<file path="config.mk">
export PLATFORM = sky130hd
export DESIGN_NAME = serial_to_parallel_demux
export DESIGN_NICKNAME = d
export VERILOG_FILES = /design/src/rtl/serdes_pkg.sv /design/src/rtl/demux_1toN.sv /design/src/rtl/serial_to_parallel_demux.sv
export SDC_FILE = /design/constraint.sdc
export NUM_CORES = 1
export LEC_CHECK = 0
export BUFFER_PORTS_ARGS = -buffer_cell sky130_fd_sc_hd__buf_2
export CAP_MARGIN = 20
export CORE_ASPECT_RATIO = 1.25
export CORE_MARGIN = 1.5
export CORE_UTILIZATION = 58
export CTS_BUF_LIST = sky130_fd_sc_hd__clkbuf_8 sky130_fd_sc_hd__clkbuf_16
export DETAILED_ROUTE_END_ITERATION = 10
export PLACE_DENSITY = 0.83
export SETUP_SLACK_MARGIN = 0.02
export SLEW_MARGIN = 15
export SYNTH_ARGS = -nofsm -noshare
export SYNTH_HDL_FRONTEND = slang
export SYNTH_HIERARCHICAL = 1
export SYNTH_SLANG_ARGS = --single-unit
export TNS_END_PERCENT = 100
</file>
<file path="constraint.sdc">
create_clock -name clk -period 3.3 [get_ports clk]
set_input_delay 0 -clock clk [delete_from_list [all_inputs] [get_ports clk]]
set_output_delay 0 -clock clk [all_outputs]
set_load 0.005 [all_outputs]
</file>
<file path="src/rtl/serdes_pkg.sv">
`timescale 1ns/1ps
`default_nettype none
// +------------------------------------------------------------------+
// | serdes_pkg: state encoding and sizing helpers for serdes blocks  |
// | Revision: 1.0                                                    |
// +------------------------------------------------------------------+
package serdes_pkg;

    typedef enum logic [0:0] {
        IDLE    = 1'b0,
        COLLECT = 1'b1
    } serdes_state_t;

    localparam int c_min_width = 2;
    localparam int c_max_width = 32;

    // Index width for a WIDTH-position word; never collapses to zero bits.
    function automatic int cnt_width(input int width);
        return (width > 1) ? $clog2(width) : 1;
    endfunction

endpackage
`default_nettype wire

</file>
<file path="src/rtl/demux_1toN.sv">
`timescale 1ns/1ps
`default_nettype none
// +------------------------------------------------------------------+
// | demux_1toN: routes d to output y[sel]; all other outputs are 0   |
// | Revision: 1.0                                                    |
// +------------------------------------------------------------------+
module demux_1toN
    import serdes_pkg::*;
#(
    parameter int N = 8
)
(
    input  logic                    d,
    input  logic [cnt_width(N)-1:0] sel,
    output logic [N-1:0]            y
);

    localparam int SEL_W = cnt_width(N);

    genvar i;
    generate
        for (i = 0; i < N; i++) begin : g_out
            assign y[i] = d & (sel == SEL_W'(i));
        end
    endgenerate

endmodule
`default_nettype wire

</file>
<file path="src/rtl/serial_to_parallel_demux.sv">
`timescale 1ns/1ps
`default_nettype none
// +------------------------------------------------------------------+
// | serial_to_parallel_demux: LSB-first serial to WIDTH-bit words    |
// | Revision: 1.0                                                    |
// +------------------------------------------------------------------+
module serial_to_parallel_demux
    import serdes_pkg::*;
#(
    parameter int WIDTH = 8
)
(
    input  logic             clk,
    input  logic             rst,
    input  logic             serial_valid,
    input  logic             serial_data,
    output logic             serial_ready,
    output logic             parallel_valid,
    output logic [WIDTH-1:0] parallel_data,
    input  logic             parallel_ready
);

    localparam int              CNT_W  = cnt_width(WIDTH);
    localparam logic [CNT_W-1:0] c_last = CNT_W'(WIDTH - 1);
    localparam logic [CNT_W-1:0] c_one  = CNT_W'(1);

    serdes_state_t    r_state;
    logic [CNT_W-1:0] r_cnt;
    logic [WIDTH-1:0] r_collect;

    logic             w_at_last;
    logic             w_out_stall;
    logic             w_accept;
    logic             w_final;
    logic [WIDTH-1:0] w_bit_en;
    logic [WIDTH-1:0] w_word;

    assign w_at_last    = (r_state == COLLECT) && (r_cnt == c_last);
    assign w_out_stall  = parallel_valid & ~parallel_ready;
    // Only the final bit can be refused: it is the one that needs the output register.
    assign serial_ready = ~(w_at_last & w_out_stall);
    assign w_accept     = serial_valid & serial_ready;
    assign w_final      = w_accept & w_at_last;

    demux_1toN #(
        .N   (WIDTH)
    ) u_demux (
        .d   (w_accept),
        .sel (r_cnt),
        .y   (w_bit_en)
    );

    // Word as it stands after this cycle's bit, so a completing word includes its last bit.
    genvar i;
    generate
        for (i = 0; i < WIDTH; i++) begin : g_steer
            assign w_word[i] = w_bit_en[i] ? serial_data : r_collect[i];
        end
    endgenerate

    always_ff @(posedge clk or posedge rst) begin
        if (rst) begin
            r_state   <= IDLE;
            r_cnt     <= '0;
            r_collect <= '0;
        end else begin
            r_collect <= w_word;
            if (w_accept) begin
                if (w_final) begin
                    r_state <= IDLE;
                    r_cnt   <= '0;
                end else begin
                    r_state <= COLLECT;
                    r_cnt   <= r_cnt + c_one;
                end
            end
        end
    end

    always_ff @(posedge clk or posedge rst) begin
        if (rst) begin
            parallel_valid <= 1'b0;
            parallel_data  <= '0;
        end else if (w_final) begin
            parallel_valid <= 1'b1;
            parallel_data  <= w_word;
        end else if (parallel_valid && parallel_ready) begin
            parallel_valid <= 1'b0;
        end
    end

endmodule
`default_nettype wire

</file>
==> results_dict.tcl <==
set metrics [dict create \
    status "finished clean" \
    setup_viol 0 \
    cts_inserted_buffers 3 \
    cp-end-kind "flip-flop" \
    drc 0 \
    ios 15 \
    finalMaxSlewViolations 0 \
    core_area_sq_mm 0.00158 \
    n_antenna_cell 0 \
    syn_area_per_cell_sq_um 15.2 \
    dp_hpwl_mm 1.00 \
    dpl-instance-area_sq_mm 0.00106 \
    syn2layout_area_growth_pct 12.9 \
    rsz0062_at_grt "no" \
    slew_headroom_pct 48.6 \
    drtIter0Drc 5 \
    drtAntennaViolNets 0 \
    place.gp.congestion 0.738 \
    worst-setup-path-type "flip-flop to flip-flop" \
    wl_per_cell_um 15.0 \
    port_buffers 14 \
    stdcell_count 101 \
    firstDrtPassIters 4 \
    post_cts_buffers 0 \
    layout_commonest_cell "dfrtp_1" \
    first_global_vias 548 \
    slowest_stage "dfrtp_1" \
    cap_violations 0 \
    fp-row-count 16 \
    synth_cell_types 19 \
    synth.top_cells.by_area "dfrtp_1 (53%), mux2_4 (14%), mux2_2 (9.1%)" \
    register_area_sq_um 526 \
    final_cell_area_sq_mm 0.00112 \
    vias 553 \
    via_per_inst 5.48 \
    clockRootBuffer "clkbuf_8" \
    fillers 115 \
    setup_tns_ns 0 \
    max_freq_mhz 425 \
    htreeDepth 1 \
    dieArea_sq_mm 0.00196 \
    syn_nets 72 \
    grt-ovfl-total 0 \
    gr-usage-all-layers_pct 19.5 \
    dp_cells 96 \
    antenna_found_initial 0 \
    worst-path-max-fanout 11 \
    hold_viol_final 0 \
    timing.final.crit_share_pct 71.3 \
    cp.buffers_inverters 0 \
    path_cells "ha_1 > ha_1 > nand2_1 > o21a_1 > nor4b_2 > mux2_2 > mux2_4" \
    period_needed_ns 2.35 \
    fin_nets 91 \
    grt_max_degree 22 \
    finalClockSkew_ns 0.00112 \
    cp.arrival_ns 2.49 \
    cp_top_family "multiplexers" \
    final_cell_mix "dfrtp_1 (21), buf_2 (14), mux2_4 (9), mux2_2 (8), inv_1 (4)" \
    cts_tree "yes" \
    final_core_util_pct 70.6 \
    drive_above_1_share_pct 55.4 \
    die_x_um 39.9 \
    irDropWorstVdd_mv 0.499 \
    cp-start-kind "flip-flop" \
    cts_resized 0 \
    required_ns 3.44 \
    path_clk_slew_ns 0.07 \
    syn_inst 65 \
    post-synth-top-area-cell "dfrtp_1" \
    synth_top_area_share_pct 53.1 \
    tightest_slew_ns 0.770 \
    start_util_pct 62.6 \
    yosysWarnings 6 \
    cts_hold_buf 1 \
    clockBufferDepth 2 \
    mappedNetlistArea_sq_um 990 \
    insertion_delay_ns 0.25 \
    hp-class "input port to flip-flop" \
    cts_sinks 21 \
    slowest_delay_ns 0.47 \
    cpMostUsedCell "ha_1" \
    die_h_um 49.2 \
    p_per_area_mw_per_mm2 819 \
    leakagePower_nw 0.544 \
    routed_wl_mm 1.52 \
    multi_input_area_sq_um 433 \
    ys_ff_latch 21 \
    ys_seq_area_share_pct 53.1 \
    grt_pass1_wl_mm 2.57 \
]
-- cells in the mapped netlist (all sizes together) --
master and n:
and4bb 3, nor2 2, buf 1, o21a 1, inv 3, dfrtp 21
nand2b 1, nand2 2, nor4b 1, or2 1, mux2 17, and4 1
o21ai 2, ha 2, nand3 3, and4b 3, nor2b 1
-- through the flow --
stage,setup slack [ns],hold slack (ns),total power [W]
final,0.948,0.0222,0.000915
after global routing,0.805,0.0398,0.000982
after CTS,0.969,0.0201,0.000926
after detailed placement,0.983,0.188,0.000756
after global placement,1.08,0.163,0.000737
after floorplan,1.17,-0.0235,0.000664
-- tightest hold or removal path, stage by stage --
cell,delay [ns]
buf_2,0.08
nand2b_4,0.12
nand2_1,0.05
-- sequential cells by signal, indices dropped and copies added, names as in the netlist --
name	count
parallel_data	8
parallel_valid	1
r_cnt	3
r_collect	8
r_state	1
-- path summary, 6_finish.rpt --
| check | startpoint | end | slack, ns | depth (start not counted) |
|---|---|---|---|---|
| max | r_cnt[0] | parallel_data[0] | 0.95 | 7 |
| min | parallel_ready | parallel_valid | 0.02 | 3 |
| max reg2reg | r_cnt[0] | parallel_data[0] | 0.95 | 7 |
| min reg2reg | r_collect[5] | r_collect[5] | 0.50 | 1 |
| max in group asynchronous | rst | parallel_data[0] | 2.39 | 3 |
| min in group asynchronous | rst | parallel_data[6] | 0.43 | 3 |
-- metal layers --
metal | share of wire, % | GRT usage [%]
met1 | 46 | 27.6
met2 | 50 | 28.2
met3 | 3.4 | 2.74
met4 | 0.86 | 10.3
met5 | 0 | 0
-- cell type report --
class                   count  share of cell area (%)
flip-flops and latches     21                    47.0
multi-input cells          40                    38.7
repair buffers             15                    7.17
clock buffers               3                    3.70
well taps                  18                    2.02
inverters                   3                    1.01
clock inverters             1                   0.336
-- report_power, final --
part	switching, W	internal (W)
clock	0.0000792	0.0000828
combinational	0.000109	0.000197
sequential	0.0000770	0.000371
total	0.000265	0.000651
-- kinds of logic (layout without fill, tap and decap cells) --
kind of cell / Yosys count / after routing / synth area share (%)
mux: 17 / 17 / 22.8
flops: 21 / 21 / 53.1
buf+inv: 4 / 22 / 3.16
simple gates: 18 / 18 / 16.7
fa+ha+maj: 2 / 2 / 2.53
compound gates: 3 / 3 / 1.77
No activity file was read; power rests on OpenSTA's default activity.
